### src/rtl/bpu_pkg.sv
// Shared branch-prediction package.
// Holds the default widths used by the predictor blocks and the width of one
// in-flight branch record {idx, taken, fallthru} as stored by the tracker.
package bpu_pkg;

  localparam int unsigned BPU_DEPTH = 4;   // max in-flight predicted branches
  localparam int unsigned BPU_IDX_W = 5;   // predictor table index width
  localparam int unsigned BPU_PC_W  = 32;  // program counter width

  // Entry record layout, MSB to LSB: idx | taken | fallthru
  localparam int unsigned BPU_ENTRY_W = BPU_IDX_W + 1 + BPU_PC_W;

  localparam int unsigned BPU_CNT_W   = 16;
  localparam logic [15:0] BPU_CNT_MAX = 16'hFFFF;

  // Record width for non-default index/PC widths.
  function automatic int unsigned bpu_entry_w(input int unsigned idx_w,
                                              input int unsigned pc_w);
    return idx_w + 1 + pc_w;
  endfunction

endpackage

### src/rtl/bot_fifo.sv
// In-order FIFO holding the outstanding predicted branches.
// Ports:
//   clk, arst_n   clock, asynchronous active-low reset (pointers/occupancy only)
//   push, din     write din at the tail
//   pop           drop the head entry
//   clear         discard every entry; takes priority over push/pop
//   full, empty   occupancy == DEPTH / occupancy == 0
//   head          current head entry (valid while !empty)
// Push and pop together leave occupancy unchanged, including when full: the
// tail slot then equals the head slot, which is read combinationally before
// the edge that overwrites it.
module bot_fifo
  import bpu_pkg::*;
#(
  parameter int unsigned DEPTH = BPU_DEPTH,
  parameter int unsigned W     = BPU_ENTRY_W
) (
  input  logic         clk,
  input  logic         arst_n,
  input  logic         push,
  input  logic         pop,
  input  logic         clear,
  input  logic [W-1:0] din,
  output logic         full,
  output logic         empty,
  output logic [W-1:0] head
);

  localparam int unsigned PW = $clog2(DEPTH);

  logic [PW-1:0] wptr_q, wptr_d;
  logic [PW-1:0] rptr_q, rptr_d;
  logic [PW:0]   cnt_q,  cnt_d;
  logic [W-1:0]  mem_q [DEPTH];

  // Pointers wrap naturally because DEPTH is a power of two.
  always_comb begin
    wptr_d = wptr_q;
    rptr_d = rptr_q;
    cnt_d  = cnt_q;
    if (clear) begin
      wptr_d = '0;
      rptr_d = '0;
      cnt_d  = '0;
    end else begin
      if (push) wptr_d = wptr_q + PW'(1);
      if (pop)  rptr_d = rptr_q + PW'(1);
      case ({push, pop})
        2'b10:   cnt_d = cnt_q + (PW+1)'(1);
        2'b01:   cnt_d = cnt_q - (PW+1)'(1);
        default: cnt_d = cnt_q;
      endcase
    end
  end

  always_ff @(posedge clk or negedge arst_n) begin
    if (!arst_n) begin
      wptr_q <= '0;
      rptr_q <= '0;
      cnt_q  <= '0;
    end else begin
      wptr_q <= wptr_d;
      rptr_q <= rptr_d;
      cnt_q  <= cnt_d;
    end
  end

  // Payload storage carries no reset; occupancy alone says what is valid.
  always_ff @(posedge clk) begin
    if (push && !clear) mem_q[wptr_q] <= din;
  end

  assign full  = (cnt_q == (PW+1)'(DEPTH));
  assign empty = (cnt_q == '0);
  assign head  = mem_q[rptr_q];

endmodule

### src/rtl/branch_outcome_tracker.sv
// Branch outcome tracker: remembers each predicted branch in fetch order and,
// when EX resolves the oldest one, compares prediction against outcome.
// Ports:
//   pred_valid/idx/taken/fallthru, pred_ready   record a predicted branch
//   res_valid/taken/target                      resolve the oldest branch
//   flush, redirect_pc                          one-cycle mispredict redirect
//   upd_en/addr/taken                           predictor training strobe
//   branch_cnt, mispred_cnt                     saturating statistics
//   err_underflow                               sticky: resolve while empty
// All outputs are registered: one cycle from resolve to flush/update.
module branch_outcome_tracker
  import bpu_pkg::*;
#(
  parameter int unsigned DEPTH = BPU_DEPTH,
  parameter int unsigned IDX_W = BPU_IDX_W,
  parameter int unsigned PC_W  = BPU_PC_W
) (
  input  logic             clk,
  input  logic             arst_n,
  input  logic             pred_valid,
  input  logic [IDX_W-1:0] pred_idx,
  input  logic             pred_taken,
  input  logic [PC_W-1:0]  pred_fallthru,
  output logic             pred_ready,
  input  logic             res_valid,
  input  logic             res_taken,
  input  logic [PC_W-1:0]  res_target,
  output logic             flush,
  output logic [PC_W-1:0]  redirect_pc,
  output logic             upd_en,
  output logic [IDX_W-1:0] upd_addr,
  output logic             upd_taken,
  output logic [15:0]      branch_cnt,
  output logic [15:0]      mispred_cnt,
  output logic             err_underflow
);

  localparam int unsigned EW = bpu_entry_w(IDX_W, PC_W);

  function automatic logic [15:0] sat_inc(input logic [15:0] v);
    return (v == BPU_CNT_MAX) ? v : v + 16'd1;
  endfunction

  logic          fifo_full, fifo_empty;
  logic [EW-1:0] head, din;
  logic          pop, push, mispred;

  logic [IDX_W-1:0] head_idx;
  logic             head_taken;
  logic [PC_W-1:0]  head_fallthru;

  logic             flush_q,   flush_d;
  logic [PC_W-1:0]  redir_q,   redir_d;
  logic             upd_en_q,  upd_en_d;
  logic [IDX_W-1:0] upd_addr_q, upd_addr_d;
  logic             upd_tk_q,  upd_tk_d;
  logic [15:0]      bcnt_q,    bcnt_d;
  logic [15:0]      mcnt_q,    mcnt_d;
  logic             err_q,     err_d;

  assign head_idx      = head[EW-1 -: IDX_W];
  assign head_taken    = head[PC_W];
  assign head_fallthru = head[PC_W-1:0];
  assign din           = {pred_idx, pred_taken, pred_fallthru};

  assign pop     = res_valid && !fifo_empty;
  assign mispred = pop && (head_taken != res_taken);
  // A full tracker still takes a new branch when the head retires in the
  // same cycle; a mispredict discards everything, the incoming entry too.
  assign push    = pred_valid && (!fifo_full || pop) && !mispred;

  bot_fifo #(.DEPTH(DEPTH), .W(EW)) u_fifo (
    .clk    (clk),
    .arst_n (arst_n),
    .push   (push),
    .pop    (pop),
    .clear  (mispred),
    .din    (din),
    .full   (fifo_full),
    .empty  (fifo_empty),
    .head   (head)
  );

  always_comb begin
    flush_d    = mispred;
    upd_en_d   = pop;
    redir_d    = redir_q;
    upd_addr_d = upd_addr_q;
    upd_tk_d   = upd_tk_q;
    bcnt_d     = bcnt_q;
    mcnt_d     = mcnt_q;
    err_d      = err_q | (res_valid && fifo_empty);
    if (pop) begin
      upd_addr_d = head_idx;
      upd_tk_d   = res_taken;
      bcnt_d     = sat_inc(bcnt_q);
    end
    if (mispred) begin
      redir_d = res_taken ? res_target : head_fallthru;
      mcnt_d  = sat_inc(mcnt_q);
    end
  end

  always_ff @(posedge clk or negedge arst_n) begin
    if (!arst_n) begin
      flush_q    <= 1'b0;
      redir_q    <= '0;
      upd_en_q   <= 1'b0;
      upd_addr_q <= '0;
      upd_tk_q   <= 1'b0;
      bcnt_q     <= '0;
      mcnt_q     <= '0;
      err_q      <= 1'b0;
    end else begin
      flush_q    <= flush_d;
      redir_q    <= redir_d;
      upd_en_q   <= upd_en_d;
      upd_addr_q <= upd_addr_d;
      upd_tk_q   <= upd_tk_d;
      bcnt_q     <= bcnt_d;
      mcnt_q     <= mcnt_d;
      err_q      <= err_d;
    end
  end

  assign pred_ready    = !fifo_full;
  assign flush         = flush_q;
  assign redirect_pc   = redir_q;
  assign upd_en        = upd_en_q;
  assign upd_addr      = upd_addr_q;
  assign upd_taken     = upd_tk_q;
  assign branch_cnt    = bcnt_q;
  assign mispred_cnt   = mcnt_q;
  assign err_underflow = err_q;

endmodule

### config.mk
export PLATFORM = sky130hd
export DESIGN_NAME = branch_outcome_tracker
export DESIGN_NICKNAME = d
export VERILOG_FILES = /design/src/rtl/bpu_pkg.sv /design/src/rtl/bot_fifo.sv /design/src/rtl/branch_outcome_tracker.sv
export SDC_FILE = /design/constraint.sdc
export NUM_CORES = 1
export LEC_CHECK = 0
export ABC_AREA = 1
export CAP_MARGIN = 10
export CORE_MARGIN = 2
export CORE_UTILIZATION = 50
export DETAILED_ROUTE_END_ITERATION = 8
export PLACE_DENSITY = 0.75
export SYNTH_ARGS = -nofsm -noshare
export SYNTH_HDL_FRONTEND = slang
export SYNTH_SLANG_ARGS = --single-unit
### constraint.sdc
create_clock -name clk -period 3.5 [get_ports clk]
set_clock_uncertainty 0.15 [all_clocks]
set_input_delay 0.7 -clock clk [delete_from_list [all_inputs] [get_ports clk]]
set_output_delay 0.7 -clock clk [all_outputs]
set_load 0.05 [all_outputs]
[Word-level counts from Yosys, hierarchy flattened]
Memories as Yosys holds them, arrays and structs flattened.
Index checks and enable logic that the tools add are counted.
Cells by class
  $add $sub $neg: 6
  equal/unequal tests: 6
  mux-type cells: 9
  bitwise operators: 3
  reductions and logical operators: 16
Operators with widths (number)
  $add 16x1->16 const B: 2
  $eq 16x16->1 const B: 2
  $mux 32: 1
  $mux 2: 4
  $logic_and 1x1->1: 6
  $pmux 3 s2: 1
  $add 2x1->2 const B: 2
  $reduce_and 2->1: 2
  $reduce_bool 2->1: 2
  $add 3x1->3 const B: 1
  $eq 3x3->1 const B: 1
  $logic_not 1->1: 3
  $logic_not 3->1: 1
  $mux 3: 1
  $reduce_bool 3->1: 1
  $sub 3x1->3 const B: 1
  $eq 2x1->1 const B: 1
  $eq 2x2->1 const B: 1
  $mux 1: 2
  $not 1->1: 2
  $logic_or 1x1->1: 1
  $ne 1x1->1: 1
  $or 1x1->1: 1
Storage, ports and cells
  register bits after elaboration: 80
  bits in writable memories: 152
  word-level logic and storage cells: 52
  memories kept: 1
Memories
  u_fifo.mem_q: words 4, width 38, read ports 1, clocked after memory_dff 0, write ports 1, RTL line bot_fifo.sv:34  | logic [W-1:0] mem_q [DEPTH];

[Logic depth before layout (Yosys ltp)]
  depth in word-level cells: 9
  depth in mapped cells: 14
  gate-level depth less buffers: 14

[Modules after synthesis]
From an unflattened synthesis, not the netlist that was laid out.
Unflattened totals
  cell total of the unflattened synthesis: 934
  area total of the unflattened synthesis: 10458.8 sq um
Modules (own cells, without submodules)
  bot_fifo: instances 1, cells an instance 428, area an instance 6487.5 sq um, seq. area each 4739.5 sq um
  branch_outcome_tracker: instances 1, cells an instance 506, area an instance 3971.3 sq um, seq. area each 1826.8 sq um

[Least setup slack after synthesis]
OpenSTA, ideal clock, no wires.
  path type: input to register
  from: in res_taken
  to: mem u_fifo.mem_q[0][0] (netlist bit), enable pin
  setup time: 0.433 ns
  arrival time: 3.008 ns
  setup slack: -0.092 ns
  stages on the path: 7
  buffers on the path: 1
  cells stage by stage: buf_2 > clkinv_1 > nand3_1 > nand2_2 > nand2_4 > nand2_1 > nor2_1
Between the ends
  longest elaborated chain between the ends: 7
Ends and longest elaborated chain
  from (decl): RTL line branch_outcome_tracker.sv:26  | input logic res_taken,
  $ne 1x1->1 *: RTL line branch_outcome_tracker.sv:67  | assign mispred = pop && (head_taken != res_taken);
  $logic_and 1x1->1 *: RTL line branch_outcome_tracker.sv:67
  $logic_not 1->1 *: RTL line bot_fifo.sv:70, branch_outcome_tracker.sv:70
  $logic_and 1x1->1: RTL line branch_outcome_tracker.sv:70  | assign push = pred_valid && (!fifo_full || pop) && !mispred;
  $logic_and 1x1->1 *: RTL line bot_fifo.sv:70  | if (push && !clear) mem_q[wptr_q] <= din;
  $mux 1 *: RTL line bot_fifo.sv:70
  $mux 1 (not written as such) *: RTL line bot_fifo.sv:70
  to (decl): RTL line bot_fifo.sv:34
Every way passes the cells marked *; elsewhere a longest branch is shown, timed or not.

[Final worst setup path]
  from: reg u_fifo.rptr_q[0]
  to: reg u_fifo.cnt_q[2]
Between the ends
  longest elaborated chain between the ends: 8
Ends and longest elaborated chain
  from (decl): RTL line bot_fifo.sv:32  | logic [PW-1:0] rptr_q, rptr_d;
  from (signal assigned): RTL line bot_fifo.sv:63  | rptr_q <= rptr_d;
  $mem_v2 4x38 *
  $ne 1x1->1 *: RTL line branch_outcome_tracker.sv:67
  $logic_and 1x1->1 *: RTL line branch_outcome_tracker.sv:67
  $logic_not 1->1: RTL line branch_outcome_tracker.sv:70
  $logic_and 1x1->1: RTL line branch_outcome_tracker.sv:70
  $eq 2x1->1 / $eq 2x2->1 (equally long branches): RTL line bot_fifo.sv:48  | case ({push, pop})
  $pmux 3 s2: RTL line bot_fifo.sv:48
  $mux 3: RTL line bot_fifo.sv:41  | if (clear) begin
  to (signal assigned): RTL line bot_fifo.sv:64  | cnt_q <= cnt_d;
  to (decl): RTL line bot_fifo.sv:33  | logic [PW:0] cnt_q, cnt_d;
Marked as above.
A chain may end at the register's enable or synchronous reset.

==> qor.yml <==
drive_gt1_frac: 0.0714
clk_pin_slew_ps: 60
synthTopCellsByArea: "edfxtp_1 48%, dfrtp_1 21%, nor2_1 7.0%"
cts_tree: "built"
syn_area_per_cell_um2: 11.3
final-setup-viol-count: 0
yosysSeqAreaShare: 0.688
vdd_ir_drop_max_mv: 0.421
hp-class: "input pin to asynchronous set/reset pin"
drt_wl_total_mm: 21.5
route.detailed.wl_per_inst_um: 17.3
synthCells: 843
r2r_start: "u_fifo.rptr_q[0]$_DFFE_PN0P_"
syn-num-nets: 925
core.rowCount: 50
clkSinkCount: 232
yosys_warnings: 0
cp-start-kind: "flip-flop"
start_util: 0.510
ys_async_sr_fraction: 0.345
port_buffers: 148
synth.most_common_cell: "nor2_1"
die-width_um: 142
postCtsHoldBufs: 0
num-fill-cells: 1412
die_area_um2: 20200
synth_edf_count: 152
first_iter_violations: 501
worstPathMaxFanout: 29
crit_type: "flip-flop to flip-flop"
cts-root-buf: "clkbuf_16"
die_h_um: 142
power.leakage_uw: 0.00454
max_slew_margin: 0.522
area_growth_pct: 25.9
instances_no_fill: 1243
htreeDepth: 1
grt_pass1_wl_mm: 34.1
synth_flop_cell: "edfxtp_1"
place_hpwl_mm: 13.7
tightest_slew_ps: 716
yosys.area.top_type_share: 0.478
syn-cell-area_um2: 9550
ios: 149
finalHoldViolCount: 0
antenna_cells: 0
finalMaxSlewViolations: 0
overflow: 0
rsz0062_at_grt: "no"
min_period_ps: 2890
end_kind: "flip-flop"
ant_nets: 0
clk_latency_ps: 510
clockBufferDepth: 3
worst_ep_arrival_time_ps: 3170
synth_top_cell_by_area: "edfxtp_1"
postCtsSetupBuffers: 0
track_usage: 0.213
power.total_uw: 10400
synth_common_cells: "178 x nor2_1, 152 x edfxtp_1, 103 x nand2_1"
vias: 6778
outcome: "finished clean"
period_share: 0.826
place_inst: 1202
first_pass_iters: 5
synth_seq_cells: 232
max_cap_violations: 0
cts_buffers: 23
via_per_inst: 5.45
p_per_area_nw_per_um2: 865
crit_required_ps: 3780
gp_congestion: 0.860
grt_max_degree: 58
timing.fmax_mhz: 346
cts_resized: 0
finalNetCount: 1075
synth_cell_types: 31
grt_pass1_vias: 6712
drcViolationCount: 0
core_area_um2: 18700
antenna_found_initial: 0
cp-startpoint: "u_fifo.rptr_q[0]$_DFFE_PN0P_"
-- routing by layer --
metal	vias to the layer above	wire length (um)	GRT usage
met5	-	0	0
met4	0	397	0.0600
met3	39	1370	0.0353
met2	240	10200	0.359
met1	3269	9450	0.290
li1	3230	-	-
-- through the flow --
step	setup WS (ps)	setup TNS [ps]	utilization	hold WS (ps)	instance area [um2]
2_1_floorplan	-91.8	-13960	-	254	9550
3_3_place_gp	593	0	0.604	314	11300
3_5_place_dp	529	0	0.604	322	11300
4_1_cts	622	0	0.643	113	12000
5_1_grt	298	0	0.643	157	12000
6_report	608	0	0.643	93.6	12000
-- final cells by class --
type	count	area (um2)	share of cell area
Clock buffer	33	653	0.0543
Clock inverter	8	65.1	0.00541
Inverter	36	136	0.0113
Multi-Input combinational cell	534	2700	0.224
Sequential cell	232	6570	0.546
Tap cell	234	293	0.0244
Timing Repair Buffer	166	1610	0.134
-- cells in the final DEF (no fill, tap or decap), drive strengths merged --
cell type	n
nor2	183
edfxtp	152
clkdlybuf4s50	146
nand2	108
o21ai	88
dfrtp	80
inv	34
o31ai	33
clkbuf	33
o22ai	32
nand3	26
xor2	23
buf	20
xnor2	8
clkinv	8
nor3	7
nand4	6
ha	6
a31oi	5
nor4	4
o21bai	2
nand3b	1
nor3b	1
fa	1
bufinv	1
clkinvlp	1
-- path summary, 6_finish.rpt --
kind / end / slack (ps) / cells after the start
max in group asynchronous: upd_addr[1]$_DFFE_PN0P_ / 2370 / 2
worst min-delay path: branch_cnt[0]$_DFFE_PN0P_ / 90 / 1
min in group clk: redirect_pc[30]$_DFFE_PN0P_ / 330 / 2
worst min register to register: redirect_pc[30]$_DFFE_PN0P_ / 330 / 2
worst max register to register: u_fifo.cnt_q[2]$_DFFE_PN0P_ / 610 / 14
worst max-delay path: u_fifo.cnt_q[2]$_DFFE_PN0P_ / 610 / 14
-- logic make-up after synthesis --
group	after synthesis	synth area share
and+or+nand+nor	336	0.143
DFF	232	0.688
AOI/OAI and AO/OA	160	0.0979
buffers and inverters	77	0.0328
xor gates and xnor gates	31	0.0284
adders and majority gates	7	0.00996
-- flip-flops by register name, summed over array words and instances (netlist names) --
register / cells
flush: 1
u_fifo.mem_q: 152
u_fifo.cnt_q: 3
u_fifo.wptr_q: 2
branch_cnt: 16
upd_addr: 5
mispred_cnt: 16
redirect_pc: 32
upd_en: 1
err_underflow: 1
u_fifo.rptr_q: 2
upd_taken: 1
-- report_power, final --
group | internal, uW | switching (uW)
registers | 3620 | 395
clock network | 1370 | 980
logic | 1270 | 2760
-- worst max-delay path, stage by stage, from the launching register on --
cell and delay, ps:
dfrtp_2 550, inv_2 420, nand2_1 100, nand3_1 110
nand2_1 70, nand2_1 80, nand2_2 80, o21bai_1 250
inv_1 90, fa_1 380, xnor2_1 190, inv_1 60
nand3_1 70, nand2_1 60, o21ai_0 140
(Power assumes the default switching activity.)
